`config.mk`:
```
export PLATFORM = sky130hd
export DESIGN_NAME = mmm_core
export DESIGN_NICKNAME = d
export VERILOG_FILES = /design/src/rtl/mmm_core.sv
export SDC_FILE = /design/constraint.sdc
export NUM_CORES = 1
export LEC_CHECK = 0
export ABC_CLOCK_PERIOD_IN_PS = 3100
export CAP_MARGIN = 20
export CORE_AREA = 3 3 89 91
export CTS_BUF_LIST = sky130_fd_sc_hd__clkbuf_16
export CTS_CLUSTER_DIAMETER = 150
export DETAILED_ROUTE_END_ITERATION = 10
export DIE_AREA = 0 0 92 94
export DONT_BUFFER_PORTS = 1
export SYNTH_ARGS = -nofsm -noshare
export SYNTH_HDL_FRONTEND = slang
export SYNTH_SLANG_ARGS = --single-unit
export TNS_END_PERCENT = 1
```
`constraint.sdc`:
```
create_clock -name clk -period 3.1 [get_ports clk]
set_input_delay 0.31 -clock clk [delete_from_list [all_inputs] [get_ports clk]]
set_output_delay 0.31 -clock clk [all_outputs]
set_load 0.02 [all_outputs]
```
`src/rtl/mmm_core.sv`:
```
// Bit-serial radix-2 Montgomery multiplier: result = a*b*2^(-WIDTH) mod n.
// One iteration per enabled cycle, then a single conditional-subtract correction cycle.
module mmm_core #(
    parameter int WIDTH = 8
) (
    input  logic             clk,
    input  logic             rst,
    input  logic             en,
    input  logic             start,
    input  logic [WIDTH-1:0] a,
    input  logic [WIDTH-1:0] b,
    input  logic [WIDTH-1:0] n,
    output logic             busy,
    output logic             done,
    output logic [WIDTH-1:0] result
);
    localparam int IW = $clog2(WIDTH + 1);

    typedef enum logic [1:0] {
        IDLE = 2'd0,
        ITER = 2'd1,
        CORR = 2'd2
    } state_t;

    state_t           state_q, state_d;
    logic [WIDTH-1:0] a_sh_q, a_sh_d;
    logic [WIDTH-1:0] b_q, b_d;
    logic [WIDTH-1:0] n_q, n_d;
    logic [WIDTH-1:0] result_q, result_d;
    logic [WIDTH+1:0] s_q, s_d;
    logic [IW-1:0]    i_q, i_d;
    logic             busy_q, busy_d;
    logic             done_q, done_d;

    logic [WIDTH+1:0] t_sum, u_sum, s_red;

    always_comb begin
        state_d  = state_q;
        a_sh_d   = a_sh_q;
        b_d      = b_q;
        n_d      = n_q;
        result_d = result_q;
        s_d      = s_q;
        i_d      = i_q;
        busy_d   = busy_q;
        done_d   = done_q;

        // Two guard bits on S keep S + B + N below 2^(WIDTH+2) for valid operands.
        t_sum = s_q + (a_sh_q[0] ? {2'b00, b_q} : '0);
        u_sum = t_sum + (t_sum[0] ? {2'b00, n_q} : '0);
        s_red = (s_q >= {2'b00, n_q}) ? (s_q - {2'b00, n_q}) : s_q;

        case (state_q)
            IDLE: begin
                done_d = 1'b0;
                if (start) begin
                    a_sh_d  = a;
                    b_d     = b;
                    n_d     = n;
                    s_d     = '0;
                    i_d     = '0;
                    busy_d  = 1'b1;
                    state_d = ITER;
                end
            end
            ITER: begin
                s_d    = u_sum >> 1;
                a_sh_d = a_sh_q >> 1;
                i_d    = i_q + IW'(1);
                if (i_q == IW'(WIDTH - 1)) begin
                    state_d = CORR;
                end
            end
            CORR: begin
                result_d = s_red[WIDTH-1:0];
                done_d   = 1'b1;
                busy_d   = 1'b0;
                state_d  = IDLE;
            end
            default: begin
                state_d = IDLE;
            end
        endcase
    end

    always_ff @(posedge clk) begin
        if (rst) begin
            state_q  <= IDLE;
            a_sh_q   <= '0;
            b_q      <= '0;
            n_q      <= '0;
            result_q <= '0;
            s_q      <= '0;
            i_q      <= '0;
            busy_q   <= 1'b0;
            done_q   <= 1'b0;
        end else if (en) begin
            state_q  <= state_d;
            a_sh_q   <= a_sh_d;
            b_q      <= b_d;
            n_q      <= n_d;
            result_q <= result_d;
            s_q      <= s_d;
            i_q      <= i_d;
            busy_q   <= busy_d;
            done_q   <= done_d;
        end
    end

    assign busy   = busy_q;
    assign done   = done_q;
    assign result = result_q;

endmodule

```
==> results.cfg <==
[outcome]
status = finished clean

[worst_setup_path]
crit_slowest_cell = fa_2
crit_path_max_incr_delay_ns = 0.37
cpMostUsedCell = a21oi_2
rr_startpoint = a_sh_q[0]$_SDFFE_PP0P_
reg2reg_setup_slack_ns = 0.09
worst_setup_path_end_kind = flop
start_kind = flop
cp_max_fo = 5
cp_top_family = compound AO/OA/AOI/OAI gates
crit_arrival_ns = 3.19
cp.required_ns = 3.29
path_buf_inv = 1
path_cells = and2_4 -> ha_4 -> inv_2 -> fa_2 -> nand2b_4 -> nand2_2 -> a21oi_2 -> xnor2_1 -> ha_1 -> a21o_1 -> a21oi_2 -> o21ai_2 -> o31ai_2 -> o21bai_1 -> a32o_1
startpoint = a_sh_q[0]$_SDFFE_PP0P_
critPathKind = reg2reg

[global_routing]
grt_pass1_vias = 2495
grt_max_degree = 51
track_usage = 0.1644
grt_overflow_total = 0
grt_antenna_before_repair = 0
grt_pass1_wl_mm = 11.50

[power]
ir_worst_vdd_mv = 0.1966
p_sw_mw = 0.3640
power_density_mw_per_mm2 = 401.4
power_frac_clock = 0.408
intPower_mw = 1.017
p_comb_frac = 0.109
p_leak_nw = 1.355
swShare = 0.2636
seqPwrFrac = 0.483

[routing]
ant_nets = 0
initialDrtViolationCount = 90
drc = 0
via_count = 2550
route.detailed.wl_per_inst_um = 14.06
first_pass_iters = 4
wl_mm = 6.847
viasPerCell = 5.236

[logic_synthesis]
netlist_area_sq_mm = 0.003070
synth-edff-count = 0
synth_top_family_by_area = simple AND/OR/NAND/NOR gates
syn_nets = 441
synth_xor_area_frac = 0.04849
syn_area_per_cell_sq_um = 7.975
netlist.top_cell.by_area = dfxtp_1
ys_top_cells_by_area = dfxtp_1 (32%), ha_1 (10%), nand2_1 (8.3%), a21oi_1 (5.9%), nor2_1 (4.6%)
synth_mux_area_frac = 0.006520
yosysMostFrequentCell = nand2_1
synth-simple-area-share = 0.2421
yosysUniqueCellTypes = 49
synth_common_cells = nand2_1 (68), dfxtp_1 (49), nor2_1 (38), a21oi_1 (36), ha_1 (25)
synthFlopType = dfxtp_1
synth_seq_cells = 49
yosysWarnings = 0
synth_top_area_share = 0.3195
synthCells = 385
synthAdderAreaFrac = 0.1214
async_reset_ff_frac = 0
ys_seq_area_frac = 0.3195
synth_compound_area_frac = 0.2209

[placed_design]
placed_area_sq_mm = 0.003166
place.gp.congestion = 0.8419
io_buffers = 0
post-dp-hpwl_mm = 5.116

[die]
pin_count = 38
die_w_um = 92
initial_utilization = 0.4256
die_height_um = 94
core_area_sq_mm = 0.007214
rows = 31
dieArea_sq_mm = 0.008648

[worst_hold_path]
min-delay-start = rst
hp-class = in2reg

[clocking]
max-clock-path-buffers = 2
cts_root_buf = clkbuf_16
cts_tree = done
htree_levels = 2
clk-insertion-delay-late_ns = 0.29
cts.sinks = 49
cts_buffers = 5
clk_pin_slew_ns = 0.07

[sta]
fin_setup_tns_ns = 0
setup_viol = 0
fin_crit_ns = 3.007
hold_viol = 0
min_period_over_period = 0.9700
fmax_mhz = 332.6
worst-slew-pin-transition_ns = 0.5353
fin_skew_ns = 0.006852
grt_setup_unrepaired = true
slew_viol_final = 0
relSlewSlack = 0.6432

[finish]
fin_area_sq_mm = 0.003441
final_util = 0.4769
fill_cells = 751
n_antenna_cell = 0
layout.nets = 443
drive_above_1_share = 0.1263
areaGrowthSynthToFinish_pct = 12.06

[flow_run]
max_cap_viol_count = 0
-- state kept, by name (all words and copies together) (netlist names) --
register,flops
state_q,2
i_q,4
busy,1
s_q,9
done,1
b_q,8
result,8
a_sh_q,8
n_q,8
-- through the flow --
step / setup slack [ns] / power (mW) / std cells / hold WS (ns)
floorplan: 0.1976 / 0.8090 / 385 / 0.4317
global placement: 0.1298 / 0.8277 / 475 / 0.3834
detailed placement: 0.04577 / 0.8297 / 475 / 0.3841
CTS: 0.02823 / 1.397 / 483 / 0.06621
global route: -0.05054 / 1.448 / 487 / 0.06400
finish: 0.09298 / 1.381 / 487 / 0.07330
-- cells in the final DEF, fill, tap and decap left out, drive strengths merged, types with 6 or more instances in the layout --
cell type	instances
inv	17
xnor2	10
o21ai	14
nand3	8
nor2	39
ha	25
a22oi	7
a21oi	40
buf	9
nand2	68
xor2	7
a311oi	10
and2	18
nand2b	6
dfxtp	49
-- layout make-up --
type                            count  area (sq um)  share of cell area
Timing Repair Buffer                9         67.56             0.01964
Clock buffer                        5         125.1             0.03636
Clock inverter                      3         26.28            0.007636
Sequential cell                    49         984.7              0.2862
Multi-Input combinational cell    306          2053              0.5967
Tap cell                           99         123.9             0.03600
Inverter                           16         60.06             0.01745
-- path summary, 6_finish.rpt --
path              cells after the start             endpoint
setup / recovery                     15  s_q[8]$_SDFFE_PP0P_
hold / removal                        1  i_q[1]$_SDFFE_PP0P_
setup reg to reg                     15  s_q[8]$_SDFFE_PP0P_
hold reg to reg                       2  b_q[5]$_SDFFE_PP0P_
-- power groups by stage --
stage                     logic, mW  clock network [mW]  registers [mW]
final                         0.150               0.564           0.667
after global routing          0.175               0.602           0.670
after CTS                     0.149               0.581           0.667
after detailed placement      0.148                   0           0.681
after global placement        0.147                   0           0.681
after floorplan               0.132                   0           0.677
-- kinds of logic after synthesis --
group / count (synthesis)
and+or+nand+nor: 161
AOI/OAI and AO/OA: 98
DFF: 49
xor gates and xnor gates: 17
muxes: 2
buffers and inverters: 30
adders and majority gates: 28
-- what timing repair did --
action,CTS,global route
buffers inserted,0,4
resized for setup,0,23
hold buffers,0,0
endpoints found under the hold margin,0,0
setup endpoints to repair,0,3
-- layer usage --
layer	track usage	part of all wire	up-vias
met2	0.2768	0.45	33
met1	0.2117	0.50	1169
li1	-	-	1340
met3	0.03446	0.034	8
met5	0	0	-
met4	0.04950	0.016	0
Note: power is estimated with default switching activity, not from simulation.
